File: config.mk
export PLATFORM = sky130hd
export DESIGN_NAME = led_sel_scanner
export DESIGN_NICKNAME = d
export VERILOG_FILES = /design/src/rtl/led_sel_scanner_pkg.sv /design/src/rtl/led_sel_scanner_capture_bank.sv /design/src/rtl/led_sel_scanner.sv
export SDC_FILE = /design/constraint.sdc
export NUM_CORES = 1
export LEC_CHECK = 0
export CORE_UTILIZATION = 40
export DETAILED_ROUTE_END_ITERATION = 6
export SLEW_MARGIN = 0
export SYNTH_ARGS = -nofsm -noshare
export SYNTH_HDL_FRONTEND = slang
export SYNTH_HIERARCHICAL = 1
export SYNTH_SLANG_ARGS = --single-unit
File: constraint.sdc
create_clock -name clk -period 1.81 [get_ports clk]
set_input_delay 0.362 -clock clk [delete_from_list [all_inputs] [get_ports clk]]
set_output_delay 0.362 -clock clk [all_outputs]
set_load 0.005 [all_outputs]
File: src/rtl/led_sel_scanner_pkg.sv
// Shared types and constants for the debug-select scanner and its capture bank.
package led_sel_scanner_pkg;

  typedef enum logic [1:0] {
    ST_IDLE    = 2'd0,
    ST_WAIT    = 2'd1,
    ST_CAPTURE = 2'd2
  } scan_state_t;

  localparam int SEL_W     = 3;
  localparam int LED_W_DEF = 27;

endpackage

File: src/rtl/led_sel_scanner_capture_bank.sv
// Register bank holding one captured LED value per select index, with a
// per-entry changed flag and a combinational read port.
module led_capture_bank
  import led_sel_scanner_pkg::*;
#(
  parameter int NUM_SEL = 5,
  parameter int LED_W   = LED_W_DEF
) (
  input  logic               clk,
  input  logic               rst_n,
  input  logic               i_we,
  input  logic [SEL_W-1:0]   i_wr_idx,
  input  logic [LED_W-1:0]   i_wr_data,
  input  logic [SEL_W-1:0]   i_rd_idx,
  output logic [LED_W-1:0]   o_rd_data,
  output logic [NUM_SEL-1:0] o_changed
);

  logic [LED_W-1:0] w_entry [NUM_SEL];

  genvar gi;
  generate
    for (gi = 0; gi < NUM_SEL; gi++) begin : g_entry
      logic [LED_W-1:0] r_value;
      logic             r_chg;

      always_ff @(posedge clk or negedge rst_n) begin
        if (!rst_n) begin
          r_value <= '0;
          r_chg   <= 1'b0;
        end else if (i_we && (i_wr_idx == SEL_W'(gi))) begin
          r_value <= i_wr_data;
          r_chg   <= (i_wr_data != r_value);
        end
      end

      assign w_entry[gi]   = r_value;
      assign o_changed[gi] = r_chg;
    end
  endgenerate

  // Indices beyond the scanned range read back as zero.
  always_comb begin
    o_rd_data = '0;
    for (int i = 0; i < NUM_SEL; i++) begin
      if (i_rd_idx == SEL_W'(i)) o_rd_data = w_entry[i];
    end
  end

endmodule

File: src/rtl/led_sel_scanner.sv
// Steps the system debug select through every index, lets the LED bus settle,
// and captures each value into a readable bank.
module led_sel_scanner
  import led_sel_scanner_pkg::*;
#(
  parameter int NUM_SEL  = 5,
  parameter int SETTLE   = 2,
  parameter int LED_W    = LED_W_DEF,
  parameter int IDLE_SEL = 2
) (
  input  logic               clk,
  input  logic               SYS_reset,
  input  logic               start,
  input  logic               continuous,
  output logic [SEL_W-1:0]   SYS_output_sel,
  input  logic [LED_W-1:0]   SYS_leds,
  output logic               busy,
  output logic               done,
  output logic               frame_valid,
  output logic [NUM_SEL-1:0] changed,
  input  logic [SEL_W-1:0]   rd_idx,
  output logic [LED_W-1:0]   rd_data
);

  localparam int CNT_W = (SETTLE > 1) ? $clog2(SETTLE) : 1;
  localparam logic [CNT_W-1:0] CNT_LOAD = CNT_W'(SETTLE - 1);
  localparam logic [SEL_W-1:0] SEL_LAST = SEL_W'(NUM_SEL - 1);
  localparam logic [SEL_W-1:0] SEL_IDLE = SEL_W'(IDLE_SEL);

  scan_state_t      r_state, w_state_next;
  logic [SEL_W-1:0] r_sel, w_sel_next;
  logic [CNT_W-1:0] r_cnt, w_cnt_next;
  logic             r_busy, w_busy_next;
  logic             r_done, w_done_next;
  logic             r_fv, w_fv_next;
  logic             w_we;

  always_ff @(posedge clk or negedge SYS_reset) begin
    if (!SYS_reset) begin
      r_state <= ST_IDLE;
      r_sel   <= SEL_IDLE;
      r_cnt   <= '0;
      r_busy  <= 1'b0;
      r_done  <= 1'b0;
      r_fv    <= 1'b0;
    end else begin
      r_state <= w_state_next;
      r_sel   <= w_sel_next;
      r_cnt   <= w_cnt_next;
      r_busy  <= w_busy_next;
      r_done  <= w_done_next;
      r_fv    <= w_fv_next;
    end
  end

  always_comb begin
    w_state_next = r_state;
    w_sel_next   = r_sel;
    w_cnt_next   = r_cnt;
    w_busy_next  = r_busy;
    w_done_next  = 1'b0;
    w_fv_next    = r_fv;
    w_we         = 1'b0;
    case (r_state)
      ST_IDLE: begin
        if (start) begin
          w_state_next = ST_WAIT;
          w_sel_next   = '0;
          w_cnt_next   = CNT_LOAD;
          w_busy_next  = 1'b1;
        end
      end
      ST_WAIT: begin
        if (r_cnt == '0) w_state_next = ST_CAPTURE;
        else             w_cnt_next   = r_cnt - 1'b1;
      end
      ST_CAPTURE: begin
        w_we = 1'b1;
        if (r_sel < SEL_LAST) begin
          w_sel_next   = r_sel + 1'b1;
          w_cnt_next   = CNT_LOAD;
          w_state_next = ST_WAIT;
        end else begin
          w_done_next = 1'b1;
          w_fv_next   = 1'b1;
          // continuous is only looked at here, so dropping it mid-frame finishes the frame
          if (continuous) begin
            w_sel_next   = '0;
            w_cnt_next   = CNT_LOAD;
            w_state_next = ST_WAIT;
          end else begin
            w_busy_next  = 1'b0;
            w_sel_next   = SEL_IDLE;
            w_state_next = ST_IDLE;
          end
        end
      end
      default: w_state_next = ST_IDLE;
    endcase
  end

  led_capture_bank #(
    .NUM_SEL (NUM_SEL),
    .LED_W   (LED_W)
  ) u_bank (
    .clk       (clk),
    .rst_n     (SYS_reset),
    .i_we      (w_we),
    .i_wr_idx  (r_sel),
    .i_wr_data (SYS_leds),
    .i_rd_idx  (rd_idx),
    .o_rd_data (rd_data),
    .o_changed (changed)
  );

  assign SYS_output_sel = r_sel;
  assign busy           = r_busy;
  assign done           = r_done;
  assign frame_valid    = r_fv;

endmodule

==> impl_summary.md <==
CTS
Clock-pin slew was measured on the worst setup and hold paths at 60 ps. The clock sink total is 149. The source-to-sink clock delay at the later pin of the worst-skew pair is between 400 and 500 ps. Counting the buffers created by CTS gives 17. The number of H-tree levels is 4. In this run the deepest clock path goes through 2 buffers. TritonCTS built the clock tree.

The cell chosen for the clock root is sky130_fd_sc_hd__clkbuf_16.

Pwr
The worst-case vdd ir drop is 740 uV. The power density over the cells is between 1000 and 1500 nW/um^2. The completed layout was analyzed and its total power is 16.5 mW.

For this design the static power due to leakage is 5.04 nW.

Floorplan
The number of placed I/O pins is 72. The die is 147 microns tall. The die covers 21500 sq um. After floorplanning, the core was sized to cover a little over 20000 sq um. The site row count is 52. Once the floorplan was initialized, standard cells occupied 41.1% of the core. The x dimension of the die is 147 microns.

Global routing
Summed over all layers, the global routing overflow is 0. The pin count of the biggest net entering global routing is 46. For met1 alone, demand over resource in global routing was 34.6%. The number of antenna violations at the first check in global routing came to 0.

The met2 track demand over resource is 44.0%. Across every metal layer, demand over resource in global routing totals 26.8%. Global routing consumed, on the met3 layer, under 10% of the routing resources.

The via count of the first global-routing pass was ~7100. The layer flagged by global routing as most heavily used is met2. The first-pass GRT wire length is 42500 microns.

Synthesis
The net count of the mapped netlist is 735. The count of cell types in the netlist is 41. The dominant register cell in the synthesized netlist is sky130_fd_sc_hd__dfrtp_1. After synthesis the cells add up to ~8400 sq um. The synthesized area divided by synthesized cell count is 11.9 sq um. The biggest area contributor in the post-synthesis netlist is sky130_fd_sc_hd__dfrtp_1. The async set-reset flop share out of synthesis is 100%. For this run, the register share of the synthesized area comes to between 40% and 50%.

The share of the synthesized area in the top cell type is between 40% and 50%. Yosys printed 6 warnings. The count of flip-flops with a built-in enable after synthesis is 0.

After technology mapping, the gate count stands at 700. Ranked by total cell area, the synthesized netlist is headed by sky130_fd_sc_hd__dfrtp_1 (44%), sky130_fd_sc_hd__mux2_2 (13%), sky130_fd_sc_hd__xnor2_1 (11%), sky130_fd_sc_hd__mux2_4 (3.1%), sky130_fd_sc_hd__xor2_1 (2.8%). The synthesized design contains 149 register bits.

Worst setup path
Data on the critical path arrives at its endpoint at 1590 ps. The largest individual stage delay along the critical path comes from the cell sky130_fd_sc_hd__mux4_2. The start-to-end type of the worst setup path is flop to output pin. The element type at the critical path start is a flop. The worst flop-to-flop path startpoint is r_state[0]. The largest single stage delay on the critical path is around 490 ps. The critical path goes through mux4_2, inv_2, o21ai_2, buf_2. At the worst endpoint, the required time is 1450 ps. Of all nets on the critical path, the largest fanout is 2. The slack of the worst reg-to-reg path is -30 ps. The depth of the most critical reg-to-reg path is 5. The capturing point of the worst reg2reg path is u_bank/g_entry[2].r_value[0]. STA classifies the critical path endpoint as an output pin.

Timing
The final cycle utilization of the critical path is 108%. The worst pin sits at a relative slew slack of 68.4%. The number of pins exceeding their max-slew limit in the final report was 0. The time the worst path needs with I/O delays and setup is between 1500 and 2000 ps. The worst setup margin is -146 ps. Setup repair after global routing could not meet its margin everywhere. The clock arrives with 10.8 ps of skew. The count of final hold-check violations came to 0. The final count of negative-setup-slack endpoints is 38. At the pin with the least slew margin, the transition time is around 470 ps. Static timing analysis puts the maximum clock frequency at approximately 500 MHz.

Routing
The average routed wire per standard cell is around 24 microns. The routed via count divided by cell count is 5.59. The first routing iteration left between 400 and 500 violations. The first-pass iteration count of the detailed router is 5. The number of DRC violations after detailed routing is 0. The total routed wirelength is 29100 microns.

The post-detailed-route count of antenna-violating nets is 0. The number of vias after detailed routing is 6822.

Place
In this run the tool buffered the top-level ports with 71 buffer cells. The congestion estimate from routability-driven global placement came to just over 0.9. The HPWL after detailed placement is 19500 microns.

Counting tap cells, the placed design contains a total of between 1000 and 1500 instances.

Layout
The number of antenna diodes in the final layout is 0. The proportion of layout cells with a drive suffix above 1 is 50.6%. The number of nets in the finished design is 972.

The final instance count without filler cells is 1220. From synthesis to final layout, the design area changed by 43.5%.

Outcome
The run finished, with violations left. The final reports fail on setup timing.

Min path
The worst min-delay path category is input pin to async pin.

Flow run
The number of maximum-capacitance constraint violations is 0.
[cell usage in the layout (no fill, tap or decap), types with 17 or more instances in the layout]
cell and count:
sky130_fd_sc_hd__clkbuf_16 20, sky130_fd_sc_hd__mux2_4 44, sky130_fd_sc_hd__nor2_1 20, sky130_fd_sc_hd__xor2_1 27, sky130_fd_sc_hd__mux2i_1 17, sky130_fd_sc_hd__buf_6 30
sky130_fd_sc_hd__mux2_2 81, sky130_fd_sc_hd__buf_2 27, sky130_fd_sc_hd__a21oi_2 18, sky130_fd_sc_hd__xnor2_1 107, sky130_fd_sc_hd__dfrtp_1 147, sky130_fd_sc_hd__buf_4 155
sky130_fd_sc_hd__buf_12 21, sky130_fd_sc_hd__nand4_1 29, sky130_fd_sc_hd__clkdlybuf4s50_1 37, sky130_fd_sc_hd__o22ai_1 20
[logic make-up (layout without fill, tap and decap cells)]
logic type,Yosys count,after routing,share of synthesized area [%]
muxes,163,163,23.2
DFF,149,149,44.6
xor gates and xnor gates,135,135,14.1
and+or+nand+nor,93,93,6.66
AOI/OAI and AO/OA,85,85,6.24
buffers and inverters,74,324,5.00
adders and majority gates,1,1,0.150
[worst max-delay path, delay by kind of cell, from the launching register on]
family	cells	cell delay, ps
buf+inv	2	210
flops	1	410
mux	1	490
compound gates	1	70
[state kept, by name, summed over array words and instances, names as in the netlist]
name,flops
u_bank/g_entry.r_value,135
u_bank/g_entry.r_chg,5
SYS_output_sel,3
r_state,2
busy,1
done,1
frame_valid,1
r_cnt,1
[where the power goes]
group	internal (mW)	leakage [nW]	switching, mW
combinational	4.04	3.03	2.95
sequential	4.57	1.72	1.18
clock	2.20	0.296	1.52
[per-stage QoR]
| step | cell area, sq um | TNS [ps] | setup WS (ps) | util, % | hold WS [ps] |
|---|---|---|---|---|---|
| detailed placement | 10300 | -23170 | -892 | 50.7 | 326 |
| global placement | 10300 | -22300 | -875 | 50.7 | 323 |
| CTS | 11500 | -1650 | -145 | 56.5 | 453 |
| finish | 12000 | -1310 | -146 | 58.9 | 446 |
| global route | 12000 | -3430 | -177 | 58.9 | 466 |
| floorplan | 8360 | 0 | 140 | - | 66.4 |
[cell type report]
class,count,area (sq um)
fill,1622,8370
multi-input combinational,477,4610
timing repair buffer,283,2660
clock buffer,17,425
sequential,149,3730
clock inverter,15,193
inverter,9,33.8
tap,270,338
[metal layers]
metal | vias to the layer above | share of wire (%)
li1 | 2959 | -
met1 | 3470 | 41
met2 | 308 | 48
met3 | 85 | 7.5
met4 | 0 | 3.6
met5 | - | 0
[timing repair]
action / CTS / global route
cloned: 8 / 4
resized for setup: 213 / 75
pin swaps: 34 / 21
endpoints found under the hold margin: 39 / 0
setup endpoints to repair: 52 / 83
setup buffers: 32 / 29
hold buffers: 1 / 0
[how the worst max path moves through the flow]
stage	from	end	depth (start not counted)
after floorplan	r_state[1]	u_bank/g_entry[2].r_value[18]	6
after global placement	rd_idx[2]	rd_data[22]	7
after detailed placement	rd_idx[2]	rd_data[22]	7
after CTS	u_bank/g_entry[2].r_value[22]	rd_data[22]	4
after global routing	u_bank/g_entry[3].r_value[22]	rd_data[22]	4
final	u_bank/g_entry[2].r_value[22]	rd_data[22]	4
[cells in the mapped netlist, types with 9 or more instances]
cell	count
sky130_fd_sc_hd__a21oi_1	26
sky130_fd_sc_hd__a22oi_1	21
sky130_fd_sc_hd__buf_2	37
sky130_fd_sc_hd__buf_4	9
sky130_fd_sc_hd__dfrtp_1	148
sky130_fd_sc_hd__inv_1	9
sky130_fd_sc_hd__mux2_1	19
sky130_fd_sc_hd__mux2_2	100
sky130_fd_sc_hd__mux2_4	17
sky130_fd_sc_hd__mux2i_1	21
sky130_fd_sc_hd__nand4_1	29
sky130_fd_sc_hd__nor2_1	26
sky130_fd_sc_hd__nor4_1	11
sky130_fd_sc_hd__o21ai_0	12
sky130_fd_sc_hd__o22ai_1	21
sky130_fd_sc_hd__xnor2_1	108
sky130_fd_sc_hd__xor2_1	27
(Power assumes the default switching activity.)
